--- config.mk ---
export PLATFORM = sky130hd
export DESIGN_NAME = uart_cfg_flat
export DESIGN_NICKNAME = d
export VERILOG_FILES = /design/src/rtl/uart_cfg_if.sv /design/src/rtl/uart_cfg.sv /design/src/flat_wrapper.sv
export SDC_FILE = /design/constraint.sdc
export NUM_CORES = 1
export LEC_CHECK = 0
export ABC_CLOCK_PERIOD_IN_PS = 3550
export CORE_ASPECT_RATIO = 1.2
export CORE_MARGIN = 1
export CORE_UTILIZATION = 45
export DETAILED_ROUTE_END_ITERATION = 10
export GPL_TIMING_DRIVEN = 0
export SLEW_MARGIN = 20
export SYNTH_ARGS = -nofsm -noshare
export SYNTH_HDL_FRONTEND = slang
export SYNTH_SLANG_ARGS = --single-unit
--- constraint.sdc ---
create_clock -name clk -period 3.55 [get_ports clk]
set_input_delay 0.8875 -clock clk [delete_from_list [all_inputs] [get_ports clk]]
set_output_delay 0.8875 -clock clk [all_outputs]
set_load 0.005 [all_outputs]
--- src/rtl/uart_cfg_if.sv ---
// uart_cfg_if: bundles the transmit handshake, receive results and the serial
// pins of uart_cfg. The slave modport is the UART side; the master modport is
// the user side (FIFO/command logic plus whatever drives the rx pin).
interface uart_cfg_if #(
  parameter int DATA_BITS = 8
) ();
  logic                 tx_start;
  logic [DATA_BITS-1:0] tx_data;
  logic                 tx;
  logic                 tx_busy;
  logic                 tx_done;
  logic                 rx;
  logic [DATA_BITS-1:0] rx_data;
  logic                 rx_done;
  logic                 rx_frame_err;
  logic                 rx_parity_err;

  modport master (
    output tx_start, tx_data, rx,
    input  tx, tx_busy, tx_done, rx_data, rx_done, rx_frame_err, rx_parity_err
  );

  modport slave (
    input  tx_start, tx_data, rx,
    output tx, tx_busy, tx_done, rx_data, rx_done, rx_frame_err, rx_parity_err
  );
endinterface

--- src/rtl/uart_cfg.sv ---
// uart_cfg: parametrised full-duplex UART with a shared free-running baud tick.
// Optional even/odd parity is enabled by defining UART_PARITY_EN; without it
// the parity bit is neither sent nor expected and rx_parity_err reads 0.
module uart_cfg #(
  parameter int CLK_HZ     = 100_000_000,
  parameter int BAUD       = 9600,
  parameter int OVERSAMPLE = 16,
  parameter int DATA_BITS  = 8,
  parameter int STOP_BITS  = 1,
  parameter int PARITY_ODD = 0
) (
  input logic      clk,
  input logic      rst,
  uart_cfg_if.slave bus
);

  localparam int DIV = CLK_HZ / (BAUD * OVERSAMPLE) - 1;
  localparam int TW  = (DIV > 0) ? $clog2(DIV + 1) : 1;
  localparam int OW  = $clog2(OVERSAMPLE);
  localparam int BW  = $clog2(DATA_BITS);

  localparam logic [TW-1:0] DIV_LAST  = TW'(DIV);
  localparam logic [OW-1:0] OS_LAST   = OW'(OVERSAMPLE - 1);
  localparam logic [OW-1:0] OS_HALF   = OW'(OVERSAMPLE / 2 - 1);
  localparam logic [BW-1:0] DATA_LAST = BW'(DATA_BITS - 1);
  localparam logic [BW-1:0] STOP_LAST = BW'(STOP_BITS - 1);

  // Shared state encoding for both directions.
  localparam logic [2:0] S_IDLE   = 3'd0;
  localparam logic [2:0] S_START  = 3'd1;
  localparam logic [2:0] S_DATA   = 3'd2;
  localparam logic [2:0] S_PARITY = 3'd3;
  localparam logic [2:0] S_STOP   = 3'd4;

`ifdef UART_PARITY_EN
  localparam logic ODD_BIT = (PARITY_ODD != 0);
  logic tx_par_reg;
  logic rx_par_bad_reg;
  logic rx_parity_err_reg;
  assign bus.rx_parity_err = rx_parity_err_reg;
`else
  logic unused_parity_cfg;
  assign unused_parity_cfg = (PARITY_ODD != 0);
  assign bus.rx_parity_err = 1'b0;
`endif

  logic [TW-1:0] div_cnt;
  logic          tick;

  logic [2:0]           tx_state;
  logic [OW-1:0]        tx_cnt;
  logic [BW-1:0]        tx_bit;
  logic [DATA_BITS-1:0] tx_shift;
  logic                 tx_reg, tx_busy_reg, tx_done_reg;

  logic [1:0]           rx_sync;
  logic                 rx_s;
  logic [2:0]           rx_state;
  logic                 rx_armed;
  logic [OW-1:0]        rx_cnt;
  logic [BW-1:0]        rx_bit;
  logic [DATA_BITS-1:0] rx_shift, rx_data_reg;
  logic                 rx_done_reg, rx_frame_err_reg;

  assign rx_s             = rx_sync[1];
  assign bus.tx           = tx_reg;
  assign bus.tx_busy      = tx_busy_reg;
  assign bus.tx_done      = tx_done_reg;
  assign bus.rx_data      = rx_data_reg;
  assign bus.rx_done      = rx_done_reg;
  assign bus.rx_frame_err = rx_frame_err_reg;

  // Free-running oversample tick: one-cycle pulse every DIV+1 clocks.
  always_ff @(posedge clk) begin
    if (rst) begin
      div_cnt <= '0;
      tick    <= 1'b0;
    end else if (div_cnt == DIV_LAST) begin
      div_cnt <= '0;
      tick    <= 1'b1;
    end else begin
      div_cnt <= div_cnt + 1'b1;
      tick    <= 1'b0;
    end
  end

  // Transmitter: accepts in IDLE, then walks start/data/[parity]/stop bits of OVERSAMPLE ticks each.
  always_ff @(posedge clk) begin
    if (rst) begin
      tx_state    <= S_IDLE;
      tx_cnt      <= '0;
      tx_bit      <= '0;
      tx_shift    <= '0;
      tx_reg      <= 1'b1;
      tx_busy_reg <= 1'b0;
      tx_done_reg <= 1'b0;
`ifdef UART_PARITY_EN
      tx_par_reg  <= 1'b0;
`endif
    end else begin
      tx_done_reg <= 1'b0;
      if (tx_state == S_IDLE) begin
        tx_reg <= 1'b1;
        if (bus.tx_start) begin
          tx_shift    <= bus.tx_data;
`ifdef UART_PARITY_EN
          tx_par_reg  <= (^bus.tx_data) ^ ODD_BIT;
`endif
          tx_cnt      <= '0;
          tx_bit      <= '0;
          tx_state    <= S_START;
          tx_reg      <= 1'b0;
          tx_busy_reg <= 1'b1;
        end
      end else if (tick) begin
        if (tx_cnt != OS_LAST) begin
          tx_cnt <= tx_cnt + 1'b1;
        end else begin
          tx_cnt <= '0;
          case (tx_state)
            S_START: begin
              tx_state <= S_DATA;
              tx_reg   <= tx_shift[0];
            end
            S_DATA: begin
              if (tx_bit == DATA_LAST) begin
                tx_bit <= '0;
`ifdef UART_PARITY_EN
                tx_state <= S_PARITY;
                tx_reg   <= tx_par_reg;
`else
                tx_state <= S_STOP;
                tx_reg   <= 1'b1;
`endif
              end else begin
                tx_bit   <= tx_bit + 1'b1;
                tx_shift <= tx_shift >> 1;
                tx_reg   <= tx_shift[1];
              end
            end
            S_PARITY: begin
              tx_state <= S_STOP;
              tx_reg   <= 1'b1;
            end
            S_STOP: begin
              if (tx_bit == STOP_LAST) begin
                tx_state    <= S_IDLE;
                tx_bit      <= '0;
                tx_busy_reg <= 1'b0;
                tx_done_reg <= 1'b1;
              end else begin
                tx_bit <= tx_bit + 1'b1;
              end
            end
            default: tx_state <= S_IDLE;
          endcase
        end
      end
    end
  end

  // Receiver: synchronize rx, detect start when armed, sample each bit mid-way.
  always_ff @(posedge clk) begin
    if (rst) begin
      rx_sync          <= 2'b11;
      rx_state         <= S_IDLE;
      rx_armed         <= 1'b0;
      rx_cnt           <= '0;
      rx_bit           <= '0;
      rx_shift         <= '0;
      rx_data_reg      <= '0;
      rx_done_reg      <= 1'b0;
      rx_frame_err_reg <= 1'b0;
`ifdef UART_PARITY_EN
      rx_par_bad_reg    <= 1'b0;
      rx_parity_err_reg <= 1'b0;
`endif
    end else begin
      rx_sync     <= {rx_sync[0], bus.rx};
      rx_done_reg <= 1'b0;
      case (rx_state)
        S_IDLE: begin
          rx_cnt <= '0;
          rx_bit <= '0;
          // A line held low (break, or low after a bad stop bit) never re-arms.
          if (rx_armed && !rx_s) begin
            rx_state <= S_START;
            rx_armed <= 1'b0;
          end else begin
            rx_armed <= rx_s;
          end
        end
        S_START: begin
          if (tick) begin
            if (rx_cnt != OS_HALF) begin
              rx_cnt <= rx_cnt + 1'b1;
            end else begin
              rx_cnt   <= '0;
              rx_state <= rx_s ? S_IDLE : S_DATA;
            end
          end
        end
        default: begin
          if (tick) begin
            if (rx_cnt != OS_LAST) begin
              rx_cnt <= rx_cnt + 1'b1;
            end else begin
              rx_cnt <= '0;
              if (rx_state == S_DATA) begin
                rx_shift <= {rx_s, rx_shift[DATA_BITS-1:1]};
                if (rx_bit == DATA_LAST) begin
                  rx_bit <= '0;
`ifdef UART_PARITY_EN
                  rx_state <= S_PARITY;
`else
                  rx_state <= S_STOP;
`endif
                end else begin
                  rx_bit <= rx_bit + 1'b1;
                end
              end else if (rx_state == S_PARITY) begin
`ifdef UART_PARITY_EN
                rx_par_bad_reg <= rx_s ^ (^rx_shift) ^ ODD_BIT;
`endif
                rx_state <= S_STOP;
              end else begin
                // Only the first stop bit is checked; data is delivered even on error.
                rx_data_reg      <= rx_shift;
                rx_frame_err_reg <= ~rx_s;
`ifdef UART_PARITY_EN
                rx_parity_err_reg <= rx_par_bad_reg;
`endif
                rx_done_reg      <= 1'b1;
                rx_state         <= S_IDLE;
              end
            end
          end
        end
      endcase
    end
  end

endmodule

--- src/flat_wrapper.sv ---
// flat-port wrapper written by rule: the top's interface ports become plain ports
module uart_cfg_flat 
#(
  parameter int CLK_HZ     = 100_000_000,
  parameter int BAUD       = 9600,
  parameter int OVERSAMPLE = 16,
  parameter int DATA_BITS  = 8,
  parameter int STOP_BITS  = 1,
  parameter int PARITY_ODD = 0
)
  (clk, rst, bus_tx_start, bus_tx_data, bus_rx, bus_tx, bus_tx_busy, bus_tx_done, bus_rx_data, bus_rx_done, bus_rx_frame_err, bus_rx_parity_err);
  uart_cfg_if #(.DATA_BITS(DATA_BITS)) bus_i ();
  input logic clk;
  input logic rst;
  input wire logic [$bits(bus_i.tx_start)-1:0] bus_tx_start;
  input wire logic [$bits(bus_i.tx_data)-1:0] bus_tx_data;
  input wire logic [$bits(bus_i.rx)-1:0] bus_rx;
  output wire logic [$bits(bus_i.tx)-1:0] bus_tx;
  output wire logic [$bits(bus_i.tx_busy)-1:0] bus_tx_busy;
  output wire logic [$bits(bus_i.tx_done)-1:0] bus_tx_done;
  output wire logic [$bits(bus_i.rx_data)-1:0] bus_rx_data;
  output wire logic [$bits(bus_i.rx_done)-1:0] bus_rx_done;
  output wire logic [$bits(bus_i.rx_frame_err)-1:0] bus_rx_frame_err;
  output wire logic [$bits(bus_i.rx_parity_err)-1:0] bus_rx_parity_err;
  assign bus_i.tx_start = bus_tx_start;
  assign bus_i.tx_data = bus_tx_data;
  assign bus_i.rx = bus_rx;
  assign bus_tx = bus_i.tx;
  assign bus_tx_busy = bus_i.tx_busy;
  assign bus_tx_done = bus_i.tx_done;
  assign bus_rx_data = bus_i.rx_data;
  assign bus_rx_done = bus_i.rx_done;
  assign bus_rx_frame_err = bus_i.rx_frame_err;
  assign bus_rx_parity_err = bus_i.rx_parity_err;
  uart_cfg #(.CLK_HZ(CLK_HZ), .BAUD(BAUD), .OVERSAMPLE(OVERSAMPLE), .DATA_BITS(DATA_BITS), .STOP_BITS(STOP_BITS), .PARITY_ODD(PARITY_ODD)) u_core (.clk(clk), .rst(rst), .bus(bus_i));
endmodule
== After elaboration in Yosys (flattened, before gate mapping) ==
Cells that the tools add are included.

* Bits of input ports: 12
* Logic and storage cells: 143
* Register bits: 63
* Output and inout port bits: 14

* Add/subtract/negate cells: 5
* Muxes and demuxes: 60
* Bitwise operators: 8
* Equality and inequality tests: 24
* Reduce and logical (&&, ||, !) cells: 28

{| class="wikitable"
|+ Operator list
! kind !! count
|-
| $mux W3 || 24
|-
| $mux W8 || 6
|-
| $mux W4 || 8
|-
| $reduce_and A5 Y1 || 4
|-
| $pmux W3 S2 || 3
|-
| $mux W1 || 15
|-
| $eq A3 B2 Y1 const B || 4
|-
| $ne A4 B4 Y1 const B || 3
|-
| $pmux W3 S4 || 1
|-
| $reduce_and A4 Y1 || 3
|-
| $reduce_bool A2 Y1 || 6
|-
| $add A10 B1 Y10 const B || 1
|-
| $eq A10 B10 Y1 const B || 1
|-
| $eq A3 B3 Y1 const B || 3
|-
| $logic_not A3 Y1 || 3
|-
| $add A4 B1 Y4 const B || 2
|-
| $ne A2 B1 Y1 const B || 4
|-
| $not A1 Y1 || 8
|-
| $pmux W4 S2 || 1
|-
| $add A3 B1 Y3 const B || 2
|-
| $eq A3 B1 Y1 const B || 2
|-
| $ne A2 B2 Y1 const B || 3
|-
| $ne A3 B1 Y1 const B || 2
|-
| $reduce_and A6 Y1 || 1
|-
| 13 further kinds || 15
|}

== Longest topological paths before layout ==
* Word-level depth: 6
* Gate-level depth with buffers: 7
* Depth with buffers taken out: 6

== Least setup slack after synthesis ==
OpenSTA, ideal clock, no wires.

* Path kind: input to register
* Start point: input port bus_tx_start
* End point: register u_core.tx_shift[5]
* Data required time: 3.418 ns
* Slack: 1.665 ns
* Library setup time: 0.132 ns
* Data arrival time: 1.753 ns
* Cell stages on the path: 5
* Path through: nor2b_1 -> a31oi_1 -> clkbuf_1 -> a211o_1 -> a21oi_1

* Word-level cells in the longest chain between the ends: 2

{| class="wikitable"
|+ RTL lines
! element !! RTL line !! RTL
|-
| start: declaration || flat_wrapper.sv:15 || <nowiki>input wire logic [$bits(bus_i.tx_start)-1:0] bus_tx_start;</nowiki>
|-
| $ne A2 B2 Y1 (no line) || - ||
|-
| $reduce_and A5 Y1 (no line) || - ||
|-
| end signal: assignment || uart_cfg.sv:105 || <nowiki>tx_shift <= bus.tx_data;</nowiki>
|-
| end signal: assignment || uart_cfg.sv:137 || <nowiki>tx_shift <= tx_shift >> 1;</nowiki>
|-
| end: declaration || uart_cfg.sv:53 || <nowiki>logic [DATA_BITS-1:0] tx_shift;</nowiki>
|}

No other way between the ends.
A chain may end at the register's enable or synchronous reset.

== Worst setup path in the final report ==
* Start point: input port bus_tx_start
* End point: register u_core.tx_shift[6]

Same word-level chain as after synthesis.

==> out/results.env <==
GRT_MAX_DEGREE=13
CAP_VIOL_MAX_COUNT=0
FP.DIEH_UM=89.2
SYNTH-XOR-AREA-SHARE_PCT=2.76
ROUTE.DETAILED.WL_PER_INST_UM=13.0
WL_MM=5.79
POST_SYNTH.CELL_AREA_AVG_UM2=8.81
PEAKVDDDROP_V=0.000401
WIRE_LENGTH_OF_THE_FIRST_GLOBAL_ROUTING_PASS_MM=9.67
INITIAL_ANTENNA_VIOLATION_COUNT=0
REGISTERS.TOP_BY_FF_COUNT='u_core.div_cnt'
FIN_TNS_SETUP_NS=0
PERIOD_MINUS_SLACK_NS=2.33
SYNTH_COMPOUND_AREA_SHARE_PCT=13.7
AREA_GROWTH_PCT=20.5
FIN_WORST_SKEW_NS=0.00780
NUMCLOCKSINKS=63
SYNTHDOMINANTCELLAREASHARE_PCT=44.2
SWITCHINGPOWER_uW=381
NUM_ANTENNA_CELLS=0
FINAL-MAX-SLEW-VIOLATION-COUNT=0
DETAIL_ROUTE.DRC_VIOLATIONS=0
CELLPOWERDENSITY_mW_PER_MM2=474
CLOCK_PATH_BUFFERS=2
CRITPATHBUFINV=2
DIE_WIDTH_UM=74.7
PRE_CTS_SLACK_NS=0.855
UTILIZATION_OF_THE_CORE_AFTER_ROUTING_PCT=56.5
START_UTIL_PCT=46.9
SYN_AREA_MM2=0.00285
LAYOUT.NETS=380
WORST-SLEW-PIN-TRANSITION_NS=0.671
SYNTHSIMPLEGATEAREAFRAC_PCT=22.9
IO_PINS=26
DP_HPWL_MM=4.03
DOMINANT_CELL_TYPE_BY_AREA_AFTER_SYNTHESIS='dfxtp_1'
POWER.TOTAL_mW=1.63
YS_ASYNC_SR_FRACTION_PCT=0
RSZ0062_AT_GRT='no'
WORST_PATH_MAX_FANOUT=10
WORST-ENDPOINT-REQUIRED_NS=3.76
SYNTH.NET_COUNT=345
CLKLATENCYLATEPIN_NS=0.35
FLIP_FLOP_COUNT_OF_THE_LARGEST_REGISTER_ALL_COPIES_AND_WORDS_ADDED=10
NETLIST_TOP_CELLS_COUNT='63 x dfxtp_1, 53 x nor2_1, 27 x nand2_1'
P_COMB_SHARE_PCT=8.3
TIMING.CRITICAL_PATH.SLOWEST_CELL_DELAY_NS=0.47
YOSYSWARNINGS=0
CTSROOTBUFFERMASTER='clkbuf_8'
LAYOUT.FILLER_CELLS=564
CP-START-KIND='input port'
CRITPATHKIND='in -> reg'
PLACEMENTROWS=31
SYNTH.MUX.AREA_FRACTION_PCT=8.42
SLEW_HEADROOM_PCT=55.1
FIN_HOLD_WS_NS=0.434
ROUTE.ANTENNA.REMAINING_NETS=0
INTERNAL-POWER_mW=1.25
H_TREE_LEVELS=3
DOMINANT_COMBINATIONAL_CELL_FAMILY_BY_AREA_AFTER_SYNTHESIS='simple AND/OR/NAND/NOR gates'
CELLS_TAKING_THE_MOST_AREA_AFTER_SYNTHESIS='dfxtp_1 44%, mux2i_1 8.4%, nor2_1 7.0%, ha_1 3.9%, a21oi_1 3.7%'
TIMING.CRITICAL_PATH.CELLS='clkdlybuf4s50_1 -> nor2b_1 -> a31oi_1 -> clkbuf_1 -> a211o_1 -> a21oi_1'
CORE_MM2=0.00609
POST_CTS_RESIZED=0
CELLLEAKAGEPOWER_nW=1.30
SW_SHARE_PCT=23.3
SYNTH_SEQ_AREA_SHARE_PCT=44.2
DIE_AREA_MM2=0.00667
NUMCTSBUFFERS=9
CP_TOP_FAMILY='buffers and inverters'
DRT-PASS1-ITER-COUNT=4
SYNTH_ENABLE_FLOP_CELLS=0
LAYOUT_SETUP_WS_NS=1.22
POST_ROUTE_CELLS_DRIVE_ABOVE_1_SHARE_PCT=9.62
CTS_SETUP_BUFFERS=0
SYNTH_FLOP_CELL='dfxtp_1'
CRITICAL_PATH.SLOWEST_CELL='clkdlybuf4s50_1'
FINAL_MIN_PERIOD_OVER_CLOCK_PERIOD_PCT=65.7
PATH_CLK_SLEW_NS=0.07
SETUP_VIOL=0
FMAX_MHz=429
TRITONCTS='done'
ADDER_CELL_AREA_SHARE_OF_THE_YOSYS_NETLIST_PCT=3.95
ROUTED_VIA_DENSITY=5.22
GLOBALROUTETOTALUTIL_PCT=19.2
SYNTH_SEQ_CELLS=63
POSTSYNTHCELLCOUNT=324
RUN_STATUS='finished clean'
YOSYS.CELL_TYPES.COUNT=47
TIMING.CRITICAL_PATH.TO_TYPE='flop'
PWR-SHARE-CLK_PCT=46.4
HP-CLASS='reg -> reg'
GRT_REMAINING_OVERFLOW=0
POWER.SHARE.SEQUENTIAL_PCT=45.3
GP_CONGESTION=0.844
YOSYSMOSTFREQUENTCELL='dfxtp_1'
DR.FIRST_ITER.DRC_COUNT=68
VIAS=2329
REPORT.FINAL.HOLD_VIOL_COUNT=0
FIRST_GLOBAL_VIAS=2104
WORST_EP_ARRIVAL_TIME_NS=2.54
BUFFER_PORTS.INSERTED=24
POST_CTS_HOLD_BUFFER_COUNT=0
-- cells in the final DEF (no fill, tap or decap), types with 4 or more instances in the layout --
master / synthesis / final
a211o_1: 8 / 8
a21oi_1: 21 / 21
buf_2: 5 / 5
clkbuf_1: 10 / 10
clkbuf_8: 0 / 9
clkdlybuf4s50_1: 0 / 24
dfxtp_1: 63 / 63
ha_1: 9 / 9
inv_1: 10 / 10
mux2i_1: 24 / 24
nand2_1: 27 / 27
nand3_1: 9 / 9
nand4_1: 5 / 5
nor2_1: 53 / 53
nor2b_1: 4 / 4
o21ai_0: 19 / 19
or2_2: 4 / 4
xnor2_1: 6 / 6
-- final timing paths --
kind / start / to / slack, ns / cells after the start
worst max-delay path: bus_tx_start / u_core.tx_shift[6] / 1.22 / 6
worst min-delay path: u_core.rx_sync[0] / u_core.rx_sync[1] / 0.43 / 1
worst max register to register: u_core.tx_cnt[0] / u_core.tx_shift[6] / 1.47 / 6
worst min register to register: u_core.rx_sync[0] / u_core.rx_sync[1] / 0.43 / 1
-- stage by stage --
| stage | cell area, um2 | instances |
|---|---|---|
| 3_3_place_gp | 3200 | 430 |
| 2_1_floorplan | 2850 | 324 |
| 6_report | 3440 | 446 |
| 4_1_cts | 3440 | 446 |
| 5_1_grt | 3440 | 446 |
| 3_5_place_dp | 3200 | 430 |
-- layout make-up --
type                            count  area (um2)  area share (%)
Multi-Input combinational cell    234        1480            43.1
Sequential cell                    63        1260            36.7
Timing Repair Buffer               24         240            6.98
Clock buffer                        9         124            3.60
Clock inverter                      7         119            3.46
Tap cell                           82         103            2.98
Buffer                             17        73.8            2.15
Inverter                           10        37.5            1.09
-- metal layers --
metal | track usage [%] | vias to the layer above | part of all wire, %
li1 | - | 1203 | -
met1 | 24.5 | 1074 | 49
met3 | 3.95 | 11 | 2.7
met2 | 30.0 | 41 | 46
met5 | 0 | - | 0
met4 | 11.3 | 0 | 2.3
-- power by group through the flow --
stage          Sequential (mW)  Clock (mW)  Combinational [mW]
2_1_floorplan            0.751           0              0.0919
3_3_place_gp             0.754           0               0.135
3_5_place_dp             0.754           0               0.135
4_1_cts                  0.738       0.774               0.136
5_1_grt                  0.740       0.803               0.154
6_report                 0.738       0.756               0.136
-- cells by family after synthesis --
family | count (synthesis)
AO/OA/AOI/OAI | 62
XOR/XNOR | 9
adder cells (fa/ha/maj) | 9
buffers and inverters | 27
flip-flops | 63
multiplexers | 24
other | 1
AND/OR/NAND/NOR | 129
(Power assumes the default switching activity.)
